`config.mk`:
```
export PLATFORM = sky130hd
export DESIGN_NAME = ring_worker_multi
export DESIGN_NICKNAME = d
export VERILOG_FILES = /design/src/rtl/ring_worker_multi.sv
export SDC_FILE = /design/constraint.sdc
export NUM_CORES = 1
export LEC_CHECK = 0
export ABC_AREA = 1
export CAP_MARGIN = 20
export CORE_MARGIN = 3
export CORE_UTILIZATION = 54
export DETAILED_ROUTE_END_ITERATION = 7
export PLACE_DENSITY = 0.79
export SYNTH_ARGS = -nofsm -noshare
export SYNTH_HDL_FRONTEND = slang
export SYNTH_SLANG_ARGS = --single-unit
```
`constraint.sdc`:
```
create_clock -name clk -period 3.8 [get_ports clk]
set_clock_uncertainty 0.1 [all_clocks]
set_input_delay 0.57 -clock clk [delete_from_list [all_inputs] [get_ports clk]]
set_output_delay 0.57 -clock clk [all_outputs]
set_load 0.03 [all_outputs]
```
`src/rtl/ring_worker_multi.sv`:
```
// ---------------------------------------------------------------------------
// ring_worker_multi
//   Worker clocked directly by the ring oscillator under test. It provides a
//   free-running divider tap bus, a mode-selectable event counter with a
//   programmable terminal count, and a coarse upper-bit readout that a slow
//   external sampler can read.
//
// Ports
//   clk      : oscillator clock, the only clock domain
//   reset_n  : asynchronous active-low reset (release is synchronised inside)
//   mode     : count mode, may change asynchronously to clk
//                00 saturate up, 01 wrap up, 10 prescaled saturate, 11 freeze
//   oscdiv   : {div_cnt, clk}, free-running binary divider taps
//   raw_data : event counter, never exceeds LIMIT
//   computed : upper OUT_W bits of raw_data
//   done     : terminal count reached in modes 00/10
//   wrapped  : sticky, counter wrapped LIMIT -> 0 in mode 01
// ---------------------------------------------------------------------------
module ring_worker_multi #(
  parameter int CNT_W       = 12,
  parameter int LIMIT       = 3000,
  parameter int DIV_W       = 3,
  parameter int OUT_W       = 6,
  parameter int SYNC_STAGES = 2
) (
  input  logic             clk,
  input  logic             reset_n,
  input  logic [1:0]       mode,
  output logic [DIV_W:0]   oscdiv,
  output logic [CNT_W-1:0] raw_data,
  output logic [OUT_W-1:0] computed,
  output logic             done,
  output logic             wrapped
);

  localparam logic [1:0]       MODE_SAT  = 2'b00;
  localparam logic [1:0]       MODE_WRAP = 2'b01;
  localparam logic [1:0]       MODE_PRE  = 2'b10;
  localparam logic [1:0]       MODE_FRZ  = 2'b11;
  localparam logic [CNT_W-1:0] LIMIT_C   = CNT_W'(LIMIT);
  localparam logic [DIV_W-1:0] PRE_MAX   = {DIV_W{1'b1}};

  logic [SYNC_STAGES-1:0]      rst_sync_r;
  logic [SYNC_STAGES-1:0][1:0] mode_pipe_r;
  logic [DIV_W-1:0]            div_cnt_r;
  logic [DIV_W-1:0]            pre_cnt_r;
  logic [CNT_W-1:0]            raw_data_r;
  logic                        done_r;
  logic                        wrapped_r;

  logic                        run_s;
  logic [1:0]                  mode_s;
  logic [1:0]                  mode_next_s;
  logic [CNT_W-1:0]            raw_next_s;
  logic [DIV_W-1:0]            pre_next_s;
  logic                        done_next_s;
  logic                        wrapped_next_s;

  // The run flag is the tail of the release synchroniser; all counters are
  // held cleared until it rises.
  assign run_s       = rst_sync_r[SYNC_STAGES-1];
  // mode_next_s is the value mode_s will take on the coming edge, which is
  // what done has to be qualified with.
  assign mode_s      = mode_pipe_r[SYNC_STAGES-1];
  assign mode_next_s = mode_pipe_r[SYNC_STAGES-2];

  // Reset synchroniser: asserts asynchronously, releases after SYNC_STAGES edges.
  always_ff @(posedge clk or negedge reset_n) begin
    if (!reset_n) begin
      rst_sync_r <= {SYNC_STAGES{1'b0}};
    end else begin
      rst_sync_r <= {rst_sync_r[SYNC_STAGES-2:0], 1'b1};
    end
  end

  // Mode synchroniser; shares the release timing with the reset chain so that
  // mode_s already carries the live mode on the first counting edge.
  always_ff @(posedge clk or negedge reset_n) begin
    if (!reset_n) begin
      mode_pipe_r <= {SYNC_STAGES{2'b00}};
    end else begin
      mode_pipe_r <= {mode_pipe_r[SYNC_STAGES-2:0], mode};
    end
  end

  // Next-state rules for the event counter, prescaler and status flags.
  always_comb begin
    raw_next_s     = raw_data_r;
    pre_next_s     = {DIV_W{1'b0}};
    wrapped_next_s = wrapped_r;
    case (mode_s)
      MODE_SAT: begin
        if (raw_data_r < LIMIT_C) begin
          raw_next_s = raw_data_r + 1'b1;
        end else begin
          raw_next_s = raw_data_r;
        end
      end
      MODE_WRAP: begin
        if (raw_data_r == LIMIT_C) begin
          raw_next_s     = {CNT_W{1'b0}};
          wrapped_next_s = 1'b1;
        end else begin
          raw_next_s = raw_data_r + 1'b1;
        end
      end
      MODE_PRE: begin
        // Prescaler idles at zero outside this mode, so entering it always
        // starts a full 2^DIV_W period.
        if (pre_cnt_r == PRE_MAX) begin
          pre_next_s = {DIV_W{1'b0}};
          if (raw_data_r < LIMIT_C) begin
            raw_next_s = raw_data_r + 1'b1;
          end else begin
            raw_next_s = raw_data_r;
          end
        end else begin
          pre_next_s = pre_cnt_r + 1'b1;
        end
      end
      MODE_FRZ: begin
        raw_next_s = raw_data_r;
      end
      default: begin
        raw_next_s = raw_data_r;
      end
    endcase

    if (mode_next_s == MODE_FRZ) begin
      done_next_s = done_r;
    end else begin
      done_next_s = (raw_next_s == LIMIT_C) && (mode_next_s[0] == 1'b0);
    end
  end

  // Counter, divider and status registers.
  always_ff @(posedge clk or negedge reset_n) begin
    if (!reset_n) begin
      div_cnt_r  <= {DIV_W{1'b0}};
      pre_cnt_r  <= {DIV_W{1'b0}};
      raw_data_r <= {CNT_W{1'b0}};
      done_r     <= 1'b0;
      wrapped_r  <= 1'b0;
    end else if (run_s) begin
      div_cnt_r  <= div_cnt_r + 1'b1;
      pre_cnt_r  <= pre_next_s;
      raw_data_r <= raw_next_s;
      done_r     <= done_next_s;
      wrapped_r  <= wrapped_next_s;
    end else begin
      div_cnt_r  <= {DIV_W{1'b0}};
      pre_cnt_r  <= {DIV_W{1'b0}};
      raw_data_r <= {CNT_W{1'b0}};
      done_r     <= 1'b0;
      wrapped_r  <= 1'b0;
    end
  end

  // oscdiv[0] is the raw oscillator; everything else is registered.
  assign oscdiv   = {div_cnt_r, clk};
  assign raw_data = raw_data_r;
  assign computed = raw_data_r[CNT_W-1 -: OUT_W];
  assign done     = done_r;
  assign wrapped  = wrapped_r;

endmodule

```
* After elaboration in Yosys (flattened, before gate mapping)
Cells that the tools add are included.
** Storage, ports and cells
- Flip-flop bits (word level) :: 26
- Input port bits :: 4
- Logic and storage cells :: 40
** Operators by class
- Add/sub/neg operators :: 3
- Order comparisons :: 1
- Eq/ne operators :: 10
- Mux-type cells :: 14
- Bitwise operators :: 1
- Reductions and logical operators :: 3
** Operators by type and width (number)
- two-way mux 12 bit :: 4
- one-hot mux 12 bit (4 select lines) :: 1
- == test 12 bit, second input constant :: 2
- adder 12 x 1 -> 12 bit, second input constant :: 1
- less-than comparator 12 bit, second input constant :: 1
- two-way mux 3 bit :: 4
- adder 3 x 1 -> 3 bit, second input constant :: 2
- == test 2 bit, second input constant :: 3
- two-way mux 1 bit :: 5
- != test 2 x 1 -> 1 bit, second input constant :: 2
- == test 3 bit, second input constant :: 1
- == test 2 x 1 -> 1 bit, second input constant :: 1
- zero test 2 bit :: 1
- != test 2 bit, second input constant :: 1
- AND reduction 2 bit :: 1
- logical AND 1 bit :: 1
- NOT 1 bit :: 1

* Longest topological paths before layout
- Word-level depth :: 8
- Gate-level depth with buffers :: 17
- Gate-level depth less buffers :: 17

==> parameters.txt <==
Parameter                              Value

Cells and area
  Final cell area excluding filler cells    2355 µm²
  Layout cells sized above 1    8.084%
  Footprint of the flip-flops and latches    650.6 µm²
  Fraction of the core area covered by cells at the end of the flow    68.41%
  Footprint of the multi-input gates    1091 µm²
  Antenna Diode Count    0
  Number of nets in the finished design    344
  Number of fill cells in the layout    320
  Area Overhead vs Synth    17.48%

Yosys
  Synth warn    0
  Unique cell type count in the Yosys netlist    28
  Flop and latch count out of synthesis    26
  Area fraction of the dominant cell type after synthesis    32.46%
  Most area-consuming cells after synthesis    sky130_fd_sc_hd__dfrtp_1 (32%), sky130_fd_sc_hd__nand2_1 (17%), sky130_fd_sc_hd__nand3_1 (9.5%)
  Share of synthesized area occupied by flip-flops and latches    32.46%
  Library cell occupying the most area in the post-synthesis netlist    sky130_fd_sc_hd__dfrtp_1
  Number of nets produced by synthesis    322
  Synthesized area divided by synthesized cell count    6.404 µm²
  Synthesized instance count    313
  Post-synth design cell area    2004 µm²

Place
  Final weighted congestion in routability-driven placement    0.9502
  Area after detailed placement    2242 µm²
  Number of buffers added on ports    27
  Post-Place Worst Slack    0.6658 ns
  Detailed placement HPWL    3691 µm

Clock tree
  PostCTS Resize Cnt    0
  Post-CTS setup buffers    0
  Number of buffers inserted for hold repair after clock tree synthesis    0
  TritonCTS clock tree    built
  Clock edge transition at the registers on the reported setup and hold paths    0.10 ns
  Clock latency reported for the late side of the worst-skew pair    0.38 ns

GRT
  Antenna violations before repair    0
  Via count of the first global-routing pass    1897
  Largest net degree at the start of global routing    27
  First-pass GRT wire length    8776 µm
  Sum of overflow across all layers after global routing    0
  Tot GR Track Use    25.83%

Floorplan
  Die footprint    4479 µm²
  Row count    21
  Core region area    3442 µm²
  Effective utilization at floorplan    58.23%
  Floorplan die height    66.93 µm
  Width of the chip    66.93 µm
  Boundary Pins    28

STA
  Total count of max-transition violations in the final report    0
  Finish-stage setup viols    0
  Setup TNS    0 ns
  Remaining max-slew budget at the tightest pin    56.10%
  RSZ-0062 raised after global routing    no
  Final Worst Setup Slack    0.4251 ns
  Slew of the pin with the lowest slew margin    0.6584 ns
  Number of endpoints with negative hold slack in the final report    0

Pwr
  Peak VDD IR    423.8 µV
  Power per cell area    353.8 nW/µm²
  Leakage    1.122 nW

Critical path
  Type of the worst setup path    clk -> out
  Required time worst endpoint    3.13 ns
  Category of the worst setup path launch point    clock port
  Critical-path top delay cell    sky130_fd_sc_hd__clkdlybuf4s50_1
  Crit path largest cell delay    0.58 ns
  Worst Setup End Kind    output port
  Critical-path cell list    clkbuf_8 > clkbuf_8 > clkdlybuf4s50_1
  Most frequent cell on the critical path    sky130_fd_sc_hd__clkbuf_8
  Maximum fanout count along the critical path    2
  Arrival time of the worst setup path    2.70 ns
  Flop-to-flop setup slack    1.32 ns

Route
  Detailed-route wire length    5277 µm
  DR DRC count    0
  Post-route antenna net violation count    0
  Via density per instance    5.418
  First drt pass iteration count    5
  Final routed wire length divided by cell count    13.89 µm
  Count of routing violations after the opening detailed-route iteration    235
  Vias after detailed routing    2059

Status
  Status    complete, no violations

Run
  Reported max-cap violation count    0

Min path
  Tightest Hold Check Type    reg -> reg
worst max-delay path, delay by kind of cell:
family                 cells  cell delay [ns]
buffers and inverters      3             0.81
layout make-up:
cell class                      count  share of cell area [%]
Clock buffer                        7                   3.932
Clock inverter                      1                   1.275
Tap cell                           46                   2.444
Sequential cell                    26                   27.63
Timing Repair Buffer               27                   11.37
Multi-Input combinational cell    229                   46.33
Inverter                           44                   7.014
cell usage in the layout (no fill, tap or decap), types with 2 or more instances in the layout:
master                             n
sky130_fd_sc_hd__nand2_1          91
sky130_fd_sc_hd__nor2_1           36
sky130_fd_sc_hd__nand2_2           8
sky130_fd_sc_hd__a21oi_1          18
sky130_fd_sc_hd__clkbuf_8          6
sky130_fd_sc_hd__ha_1              5
sky130_fd_sc_hd__nand4_1           4
sky130_fd_sc_hd__o21ai_1           3
sky130_fd_sc_hd__nand3_1          38
sky130_fd_sc_hd__nand3_2           2
sky130_fd_sc_hd__inv_1            42
sky130_fd_sc_hd__dfrtp_1          26
sky130_fd_sc_hd__clkdlybuf4s50_1  27
sky130_fd_sc_hd__o21ai_0          10
sky130_fd_sc_hd__inv_2             2
sky130_fd_sc_hd__nor2_2            4
registers in the layout (all words and copies together) (netlist names):
signal	cells
pre_cnt_r	3
mode_s	2
wrapped	1
raw_data	12
rst_sync_r	2
div_cnt_r	3
mode_next_s	2
done	1
path summary, 6_finish.rpt:
| kind | to | depth (start not counted) | start |
|---|---|---|---|
| min in group asynchronous | div_cnt_r[0] | 2 | reset_n |
| worst min-delay path | rst_sync_r[1] | 0 | rst_sync_r[0] |
| worst min register to register | rst_sync_r[1] | 0 | rst_sync_r[0] |
| worst max register to register | done | 12 | pre_cnt_r[0] |
| worst max-delay path | oscdiv[0] | 3 | clk |
| max in group asynchronous | div_cnt_r[1] | 2 | reset_n |
cells in the mapped netlist, drive strengths merged:
| master | number |
|---|---|
| nand2 | 100 |
| inv | 44 |
| nand3 | 41 |
| nor2 | 40 |
| dfrtp | 26 |
| a21oi | 19 |
| o21ai | 13 |
| buf | 10 |
| ha | 5 |
| clkbuf | 4 |
| nand4 | 4 |
| conb | 1 |
| nand3b | 1 |
| nor3 | 1 |
| o211ai | 1 |
| o21bai | 1 |
| xnor2 | 1 |
| xor2 | 1 |
cell families (layout without fill, tap and decap cells):
logic type                 count (synthesis)  after routing  share of synthesized area (%)
AOI/OAI and AO/OA                         34             34                          8.927
xor gates and xnor gates                   2              2                         0.8741
adders and majority gates                  5              5                          3.121
buffers and inverters                     58             79                          13.11
DFF                                       26             26                          32.46
other                                      1              1                         0.1871
and+or+nand+nor                          187            187                          41.32
power by group:
part / switching, mW / total, mW / internal (mW)
Clock: 0.130 / 0.356 / 0.226
Sequential: 0.0224 / 0.313 / 0.290
Combinational: 0.106 / 0.164 / 0.0582
metal layers:
| layer | global-route usage, % | routed length [µm] | up-vias |
|---|---|---|---|
| met5 | 0 | 0 | - |
| met4 | 9.873 | 86 | 0 |
| met3 | 3.373 | 351 | 11 |
| met2 | 41.71 | 2417 | 105 |
| met1 | 34.95 | 2421 | 926 |
| li1 | - | - | 1017 |
through the flow:
step / cells / hold slack (ns) / power (mW)
floorplan: 313 / 0.1744 / 0.4636
global placement: 373 / 0.2353 / 0.5217
detailed placement: 373 / 0.2403 / 0.5235
CTS: 380 / 0.2617 / 0.8352
global route: 380 / 0.2678 / 0.8694
finish: 380 / 0.2618 / 0.8332
Note: power is estimated with default switching activity, not from simulation.
==> RTL edit (config.mk and constraints unchanged) <==
The parameter `DIV_W` goes from 3 to 6.
--- a/src/rtl/ring_worker_multi.sv
+++ b/src/rtl/ring_worker_multi.sv
@@ -21,3 +21,3 @@
   parameter int LIMIT       = 3000,
-  parameter int DIV_W       = 3,
+  parameter int DIV_W       = 6,
   parameter int OUT_W       = 6,
Interface: changed (resized oscdiv); port bits go from 28 to 31. The function was not compared with the original's and may differ.
==> RTL edit against the unedited design <==
Design area up 14%; sequential power grew 20%; synthesized cell count grew 8.3%; setup slack worse by 0.0057 ns; critical endpoint unchanged; area after synthesis grew 12%; via count is 15% higher; sequential cell count is 6 higher; wire length up 14%; first-iteration DRC count down 1.7%; power increased by 13%; critical path depth did not move; cell count increased by 9.7%.
==> RTL edit: results (changes against the unedited design) <==
internal_power_uw: 655  # +14%
ys_ff_latch: 32  # +23%
die-area_um2: 4980  # +11%
nFillCells: 335  # +4.7%
seqPwrFrac_pct: 39.8  # +2.3 points
grtUsageMet1_pct: 33.4  # -1.6 points
nets: 377  # +9.6%
max-vdd-ir-drop_uv: 353  # -17%
synthAdderAreaFrac_pct: 2.22  # -0.90 points
nNonClkBuffers: 30  # +11%
gp_congestion: 0.957  # +0.73%
drt_first_pass_iters: 8  # +3
multi_input_cells: 250  # +9.2%
track_usage_pct: 25.5  # -0.33 points
drive_gt1_share_pct: 10.0  # +1.9 points
status: "finished clean"
met2_usage_pct: 39.7  # -2.0 points
port_buffers: 30  # +11%
synthDistinctLibCells: 31  # +11%
dp.cells: 407  # +9.1%
seq_area_frac_synth_pct: 35.6  # +3.1 points
avgSynthCellArea_um2: 6.64  # +3.7%
r2r_slack_ns: 1.62  # +0.30 ns
sh_seq_area_pct: 29.9  # +2.2 points
grt_first_pass_wirelength_mm: 10.1  # +15%
hpwl_mm: 4.30  # +16%
clkbuf_count: 11  # +4
[RTL edit: changes by cell type in the layout (fill, tap and decap cells not counted), moves of 3 or more]
cell / delta
nand2_1: +15
a21oi_1: -6
dfrtp_1: +6
inv_2: +5
clkbuf_8: +4
inv_1: -4
nand4_1: +4
clkdlybuf4s50_1: +3
nor2_4: +3
o21ai_1: +3
[RTL edit: metrics by stage]
step / hold WS [ns] / total power, mW / utilization (%) / worst slack [ns]
floorplan: 0.174 / 0.522 / - / 1.09
global placement: 0.241 / 0.579 / 66.5 / 0.666
detailed placement: 0.240 / 0.581 / 66.5 / 0.666
CTS: 0.255 / 0.949 / 70.1 / 0.409
global route: 0.255 / 0.990 / 70.1 / 0.403
finish: 0.252 / 0.945 / 70.1 / 0.419
[RTL edit: how the worst max path moves through the flow]
stage | startpoint | endpoint
floorplan | clk | oscdiv[0]
global placement | clk | oscdiv[0]
detailed placement | clk | oscdiv[0]
CTS | clk | oscdiv[0]
global route | clk | oscdiv[0]
finish | clk | oscdiv[0]
